$ cat src/rtl/fir_seq_pkg.sv
// Shared types and constants for the FIR MAC sequencer: state encoding, MAC pipeline
// depth and the default coefficient table.
package fir_seq_pkg;

    localparam int unsigned MAC_LATENCY  = 2;
    localparam int unsigned DRAIN_CYCLES = MAC_LATENCY;
    localparam int unsigned NTAPS_MAX    = 64;
    localparam int unsigned TBL_AW       = $clog2(NTAPS_MAX);
    localparam int unsigned COEF_W       = 16;
    localparam int unsigned ACC_W        = 48;

    typedef enum logic [2:0] {
        StIdle,
        StClear,
        StRun,
        StDrain,
        StOut
    } seq_state_e;

    typedef logic [NTAPS_MAX-1:0][COEF_W-1:0] coef_tbl_t;

    // Ramp k+1: an impulse walks straight through the taps as 1, 2, 3, ...
    function automatic coef_tbl_t default_coef_table();
        coef_tbl_t t;
        for (int k = 0; k < NTAPS_MAX; k++) begin
            t[k] = COEF_W'(k + 1);
        end
        return t;
    endfunction

    localparam coef_tbl_t COEF_DEFAULT = default_coef_table();

endpackage

$ cat src/rtl/fir_sample_ring.sv
// Circular sample history: one write port, combinational read addressed by tap
// distance from the newest sample, asynchronous clear.
module fir_sample_ring #(
    parameter int unsigned NTAPS = 16,
    parameter int unsigned DW    = 16,
    parameter int unsigned AW    = $clog2(NTAPS)
) (
    input  logic          clk,
    input  logic          rst_async,
    input  logic          we,
    input  logic [DW-1:0] wdata,
    input  logic [AW-1:0] rd_tap,
    output logic [DW-1:0] rd_data
);

    localparam logic [AW-1:0] LastIdx = AW'(NTAPS - 1);
    localparam logic [AW-1:0] OneAw   = AW'(1);
    localparam logic [AW-1:0] NTapsAw = AW'(NTAPS);

    logic [DW-1:0] mem_q [NTAPS];
    logic [AW-1:0] wr_ptr_q;
    logic [AW-1:0] rd_idx;

    always_ff @(posedge clk or posedge rst_async) begin
        if (rst_async) begin
            wr_ptr_q <= '0;
            for (int i = 0; i < NTAPS; i++) begin
                mem_q[i] <= '0;
            end
        end else if (we) begin
            mem_q[wr_ptr_q] <= wdata;
            wr_ptr_q        <= (wr_ptr_q == LastIdx) ? '0 : wr_ptr_q + OneAw;
        end
    end

    // Newest sample sits at wr_ptr-1; the wrapped sum is < NTAPS so modulo 2^AW is exact.
    always_comb begin
        if (wr_ptr_q > rd_tap) begin
            rd_idx = wr_ptr_q - rd_tap - OneAw;
        end else begin
            rd_idx = wr_ptr_q + NTapsAw - rd_tap - OneAw;
        end
    end

    assign rd_data = mem_q[rd_idx];

endmodule

$ cat src/rtl/fir_macc_sequencer.sv
// Control stage feeding a 2-cycle DSP48E MAC: one NTAPS-tap FIR sum per accepted sample.
// Define FIR_SEQ_COEF_WR_EN for a writable coefficient file (coef_* ports).
module fir_macc_sequencer
    import fir_seq_pkg::*;
#(
    parameter int unsigned NTAPS = 16,
    parameter int unsigned DW    = 16,
    parameter int unsigned AW    = $clog2(NTAPS)
) (
    input  logic             clk,
    input  logic             rst_async,
    input  logic             in_valid,
    output logic             in_ready,
    input  logic [DW-1:0]    in_sample,
`ifdef FIR_SEQ_COEF_WR_EN
    input  logic             coef_we,
    input  logic [AW-1:0]    coef_addr,
    input  logic [DW-1:0]    coef_data,
`endif
    output logic [DW-1:0]    mac_a,
    output logic [DW-1:0]    mac_b,
    output logic             mac_clr,
    input  logic [ACC_W-1:0] mac_acc,
    output logic             out_valid,
    input  logic             out_ready,
    output logic [ACC_W-1:0] out_data
);

    localparam logic [AW-1:0] LastTap   = AW'(NTAPS - 1);
    localparam logic [AW-1:0] LastDrain = AW'(DRAIN_CYCLES - 1);
    localparam logic [AW-1:0] OneAw     = AW'(1);

    seq_state_e       state_q, state_d;
    logic [AW-1:0]    cnt_q, cnt_d;
    logic [ACC_W-1:0] out_data_d;
    logic [DW-1:0]    mac_a_d, mac_b_d;
    logic [DW-1:0]    ring_rd, coef_rd;
    logic             mac_clr_d, in_ready_d, out_valid_d;
    logic             accept;

    assign accept = in_valid && in_ready;

    fir_sample_ring #(
        .NTAPS(NTAPS),
        .DW   (DW),
        .AW   (AW)
    ) u_ring (
        .clk      (clk),
        .rst_async(rst_async),
        .we       (accept),
        .wdata    (in_sample),
        .rd_tap   (cnt_d),
        .rd_data  (ring_rd)
    );

`ifdef FIR_SEQ_COEF_WR_EN
    logic [DW-1:0] coef_q [NTAPS];

    // Writes only land in IDLE so a sum in flight always sees one coefficient set.
    always_ff @(posedge clk or posedge rst_async) begin
        if (rst_async) begin
            for (int i = 0; i < NTAPS; i++) begin
                coef_q[i] <= DW'(COEF_DEFAULT[TBL_AW'(i)]);
            end
        end else if (coef_we && (state_q == StIdle)) begin
            coef_q[coef_addr] <= coef_data;
        end
    end

    assign coef_rd = coef_q[cnt_d];
`else
    assign coef_rd = DW'(COEF_DEFAULT[TBL_AW'(cnt_d)]);
`endif

    always_comb begin
        state_d    = state_q;
        cnt_d      = cnt_q;
        out_data_d = out_data;
        unique case (state_q)
            StIdle: begin
                if (accept) begin
                    state_d = StClear;
                end
            end
            StClear: begin
                state_d = StRun;
                cnt_d   = '0;
            end
            StRun: begin
                if (cnt_q == LastTap) begin
                    state_d = StDrain;
                    cnt_d   = '0;
                end else begin
                    cnt_d = cnt_q + OneAw;
                end
            end
            StDrain: begin
                if (cnt_q == LastDrain) begin
                    state_d    = StOut;
                    out_data_d = mac_acc;
                end else begin
                    cnt_d = cnt_q + OneAw;
                end
            end
            StOut: begin
                if (out_ready) begin
                    state_d = StIdle;
                end
            end
            default: state_d = StIdle;
        endcase
    end

    // Outputs are registered from the next state so they line up with it cycle for cycle.
    always_comb begin
        mac_a_d     = '0;
        mac_b_d     = '0;
        mac_clr_d   = (state_d == StClear);
        in_ready_d  = (state_d == StIdle);
        out_valid_d = (state_d == StOut);
        if (state_d == StRun) begin
            mac_a_d = ring_rd;
            mac_b_d = coef_rd;
        end
    end

    always_ff @(posedge clk or posedge rst_async) begin
        if (rst_async) begin
            state_q   <= StIdle;
            cnt_q     <= '0;
            in_ready  <= 1'b0;
            mac_clr   <= 1'b1;
            mac_a     <= '0;
            mac_b     <= '0;
            out_valid <= 1'b0;
            out_data  <= '0;
        end else begin
            state_q   <= state_d;
            cnt_q     <= cnt_d;
            in_ready  <= in_ready_d;
            mac_clr   <= mac_clr_d;
            mac_a     <= mac_a_d;
            mac_b     <= mac_b_d;
            out_valid <= out_valid_d;
            out_data  <= out_data_d;
        end
    end

endmodule

$ cat config.mk
export PLATFORM = sky130hd
export DESIGN_NAME = fir_macc_sequencer
export DESIGN_NICKNAME = d
export VERILOG_FILES = /design/src/rtl/fir_seq_pkg.sv /design/src/rtl/fir_sample_ring.sv /design/src/rtl/fir_macc_sequencer.sv
export SDC_FILE = /design/constraint.sdc
export NUM_CORES = 1
export LEC_CHECK = 0
export CAP_MARGIN = 20
export CORE_MARGIN = 2
export CORE_UTILIZATION = 54
export CTS_BUF_LIST = sky130_fd_sc_hd__clkbuf_8
export CTS_CLUSTER_SIZE = 12
export DETAILED_ROUTE_END_ITERATION = 16
export PLACE_DENSITY_LB_ADDON = 0.12
export SETUP_SLACK_MARGIN = 0.3
export SLEW_MARGIN = 20
export SYNTH_ARGS = -nofsm -noshare
export SYNTH_HDL_FRONTEND = slang
export SYNTH_HIERARCHICAL = 1
export SYNTH_SLANG_ARGS = --single-unit
$ cat constraint.sdc
create_clock -name clk -period 8 [get_ports clk]
set_input_delay 0.8 -clock clk [delete_from_list [all_inputs] [get_ports clk]]
set_output_delay 0.8 -clock clk [all_outputs]
set_load 0.05 [all_outputs]
==> flow_summary.ini <==
[worst_setup_path]
startpoint_type = flip-flop
crit_arrival_ns = 5.22
rr_endpoint = mac_a[14]
r2r-start = cnt_q[0]
reg2reg_setup_slack_ns = 3.24
path_class = reg -> reg
crit_start = cnt_q[0]
required_ns = 8.46
cp-end-kind = flip-flop
ff2ff_path_depth = 15
worst-path-max-fanout = 34

[sta]
holdWs_ns = 0.485
fmax_mhz = 210
setup_ws_ns = 3.24
relSlewSlack_pct = 38.0
min_period_ns = 4.76
worst_pin_slew_ns = 0.930
finalSetupTns_ns = 0
setup_violations = 0
drv_slew = 0
finClkSkew_ns = 0.0122
hold_viol = 0
fin_crit_sh_pct = 59.6
grt_setup_unrepaired = false

[global_routing]
track_usage_pct = 23.6
antenna_found_initial = 0
grt_pass1_wl_mm = 56.0
gr-total-overflow = 0
grt_max_degree = 191
grt_pass1_vias = 9552

[synthesis]
synthAdderAreaFrac_pct = 0.995
synth_top_cell_by_area = dfrtp_1
synth_flop_cell = dfrtp_1
ys_seq_area_share_pct = 53.6
synth_top_family_by_area = multiplexers
synthSimpleGateAreaFrac_pct = 4.61
synth-compound-area-share_pct = 3.37
synth_area_um2 = 15800
synthDistinctLibCells = 48
post-synth-top-area-fraction_pct = 53.4
synth-seq-cells = 339
synth_edf_count = 0
syn_area_per_cell_um2 = 15.5
synth_xor_area_share_pct = 0.332
muxShareOfSynthArea_pct = 33.0
post-synth-top-count-cell = dfrtp_1
synth.area.top_cells = dfrtp_1 53%, mux2_2 10%, mux4_2 9.1%
synthCells = 1024
ys_top_cells_by_count = 338 x dfrtp_1, 141 x mux2_2, 93 x mux2_4
yosys_warnings = 6
synthArstFlopShare_pct = 100

[hold_path]
hold_end = u_ring/mem_q[242]
min_from = u_ring/mem_q[242]
hp-class = reg -> reg
whs_path_depth = 1

[floorplan]
die_x_um = 175
std_cell_rows = 62
fp.dieArea_um2 = 30700
top_level_ports = 151
die_h_um = 175
core-area_um2 = 28800
initial_core_util_pct = 55.0

[pwr]
intPower_mw = 5.17
p_sw_share_pct = 40.4
seqPwrFrac_pct = 30.8
cellPowerDensity_nw_per_um2 = 470
p_clk_share_pct = 16.8
power_frac_comb_pct = 52.4
p_switching_mw = 3.51
vdd_drop_max_mv = 0.664
finalPower_mw = 8.68
leakagePower_nw = 8.86

[cts]
clk_pin_slew_ns = 0.06
clock_sinks = 339
numCtsBuffers = 54
post_cts.repair.setup_buffers = 0
cts_resized = 0
ctsHoldBuffers = 0
clock_latency_ns = 0.58
clock_path_buffers = 3
htree_levels = 2
cts_root_buf = clkbuf_8
tritoncts = yes

[drt]
routedWlPerCell_um = 22.4
drtAntennaViolNets = 0
routed-via-count = 9070
drt_iter0_markers = 454
routed_wl_mm = 35.3
via_per_inst = 5.76
drc_errors = 0
firstDrtPassIters = 5

[run]
maxCapViolations = 0

[place]
dp_hpwl_mm = 20.3
dp_worst_setup_slack_ns = 3.25
io_buffers = 139
place.gp.congestion = 0.744

[finish]
fillCellCount = 2101
drive_gt1_share_pct = 35.2
final_net_count = 1229
syn_to_final_growth_pct = 16.6
n_antenna_cell = 0

[run_status]
status = completed
cell families (layout without fill, tap and decap cells):
family	count (synthesis)	count (layout)
adder cells (fa/ha/maj)	12	12
multiplexers	370	370
AO/OA/AOI/OAI	70	70
other	1	11
buffers and inverters	102	259
XOR/XNOR	6	6
flip-flops	339	339
AND/OR/NAND/NOR	124	124
cell usage in the layout, fill, tap and decap left out, drive strengths merged, types with 7 or more instances in the layout:
master,Yosys,final
inv,11,32
dfrtp,338,338
nand3,24,24
a211o,16,16
buf,65,11
o211ai,33,33
clkbuf,26,68
and2,23,23
nor2,7,7
conb,1,11
nand2,55,55
mux4,64,64
ha,11,11
clkdlybuf4s50,0,139
mux2,304,304
routing by layer:
metal / track usage (%) / vias up / share of wire, %
met2: 38.4 / 292 / 48
met3: 3.96 / 58 / 5.7
met5: 0 / - / 0
li1: - / 3974 / -
met4: 6.60 / 0 / 1.8
met1: 33.2 / 4746 / 45
metrics by stage:
| step | std cells | utilization (%) | cell area (um^2) |
|---|---|---|---|
| detailed placement | 1475 | 60.2 | 17300 |
| floorplan | 1034 | - | 15900 |
| finish | 1575 | 64.2 | 18500 |
| CTS | 1573 | 64.0 | 18400 |
| global route | 1575 | 64.2 | 18500 |
| global placement | 1474 | 60.1 | 17300 |
cell type report:
class	instances	area (um^2)	share of cell area (%)
inverter	11	46.3	0.251
timing repair buffer	150	1540	8.34
multi-input combinational	593	6820	36.9
clock buffer	68	936	5.07
clock inverter	30	156	0.847
tap	384	480	2.60
sequential	339	8480	46.0
registers in the layout (all words and copies together), names as in the netlist, 3 cells and up:
register,cells
u_ring/mem_q,256
out_data,48
mac_a,16
mac_b,5
cnt_q,4
u_ring/wr_ptr_q,4
state_q,3
critical path: stages (launching register included):
cell and delay [ns]:
dfrtp_1 0.47, ha_1 0.29, nand3_1 0.09, o21ai_0 0.30, o31ai_1 0.12, a22o_1 0.25
inv_1 0.12, ha_4 0.14, inv_1 0.05, fa_4 1.18, buf_4 0.63, mux4_2 0.58
nand2_1 0.08, a211o_1 0.12, nand3_1 0.06, and2_1 0.14
power groups by stage:
stage	clock [mW]	sequential [mW]	combinational [mW]
floorplan	0	3.11	2.96
global placement	0	2.67	4.50
detailed placement	0	2.69	4.55
CTS	1.49	2.67	4.56
global route	1.58	2.74	4.85
finish	1.46	2.67	4.55
how the worst max path moves through the flow:
stage / end / slack, ns / cells past startpoint
final: mac_a[14] / 3.24 / 15
after global routing: mac_a[14] / 2.91 / 15
after CTS: mac_a[14] / 3.22 / 15
after detailed placement: mac_a[14] / 3.25 / 15
after global placement: mac_a[14] / 3.39 / 15
after floorplan: u_ring/mem_q[0] / 3.77 / 1
No activity file was read; power rests on OpenSTA's default activity.
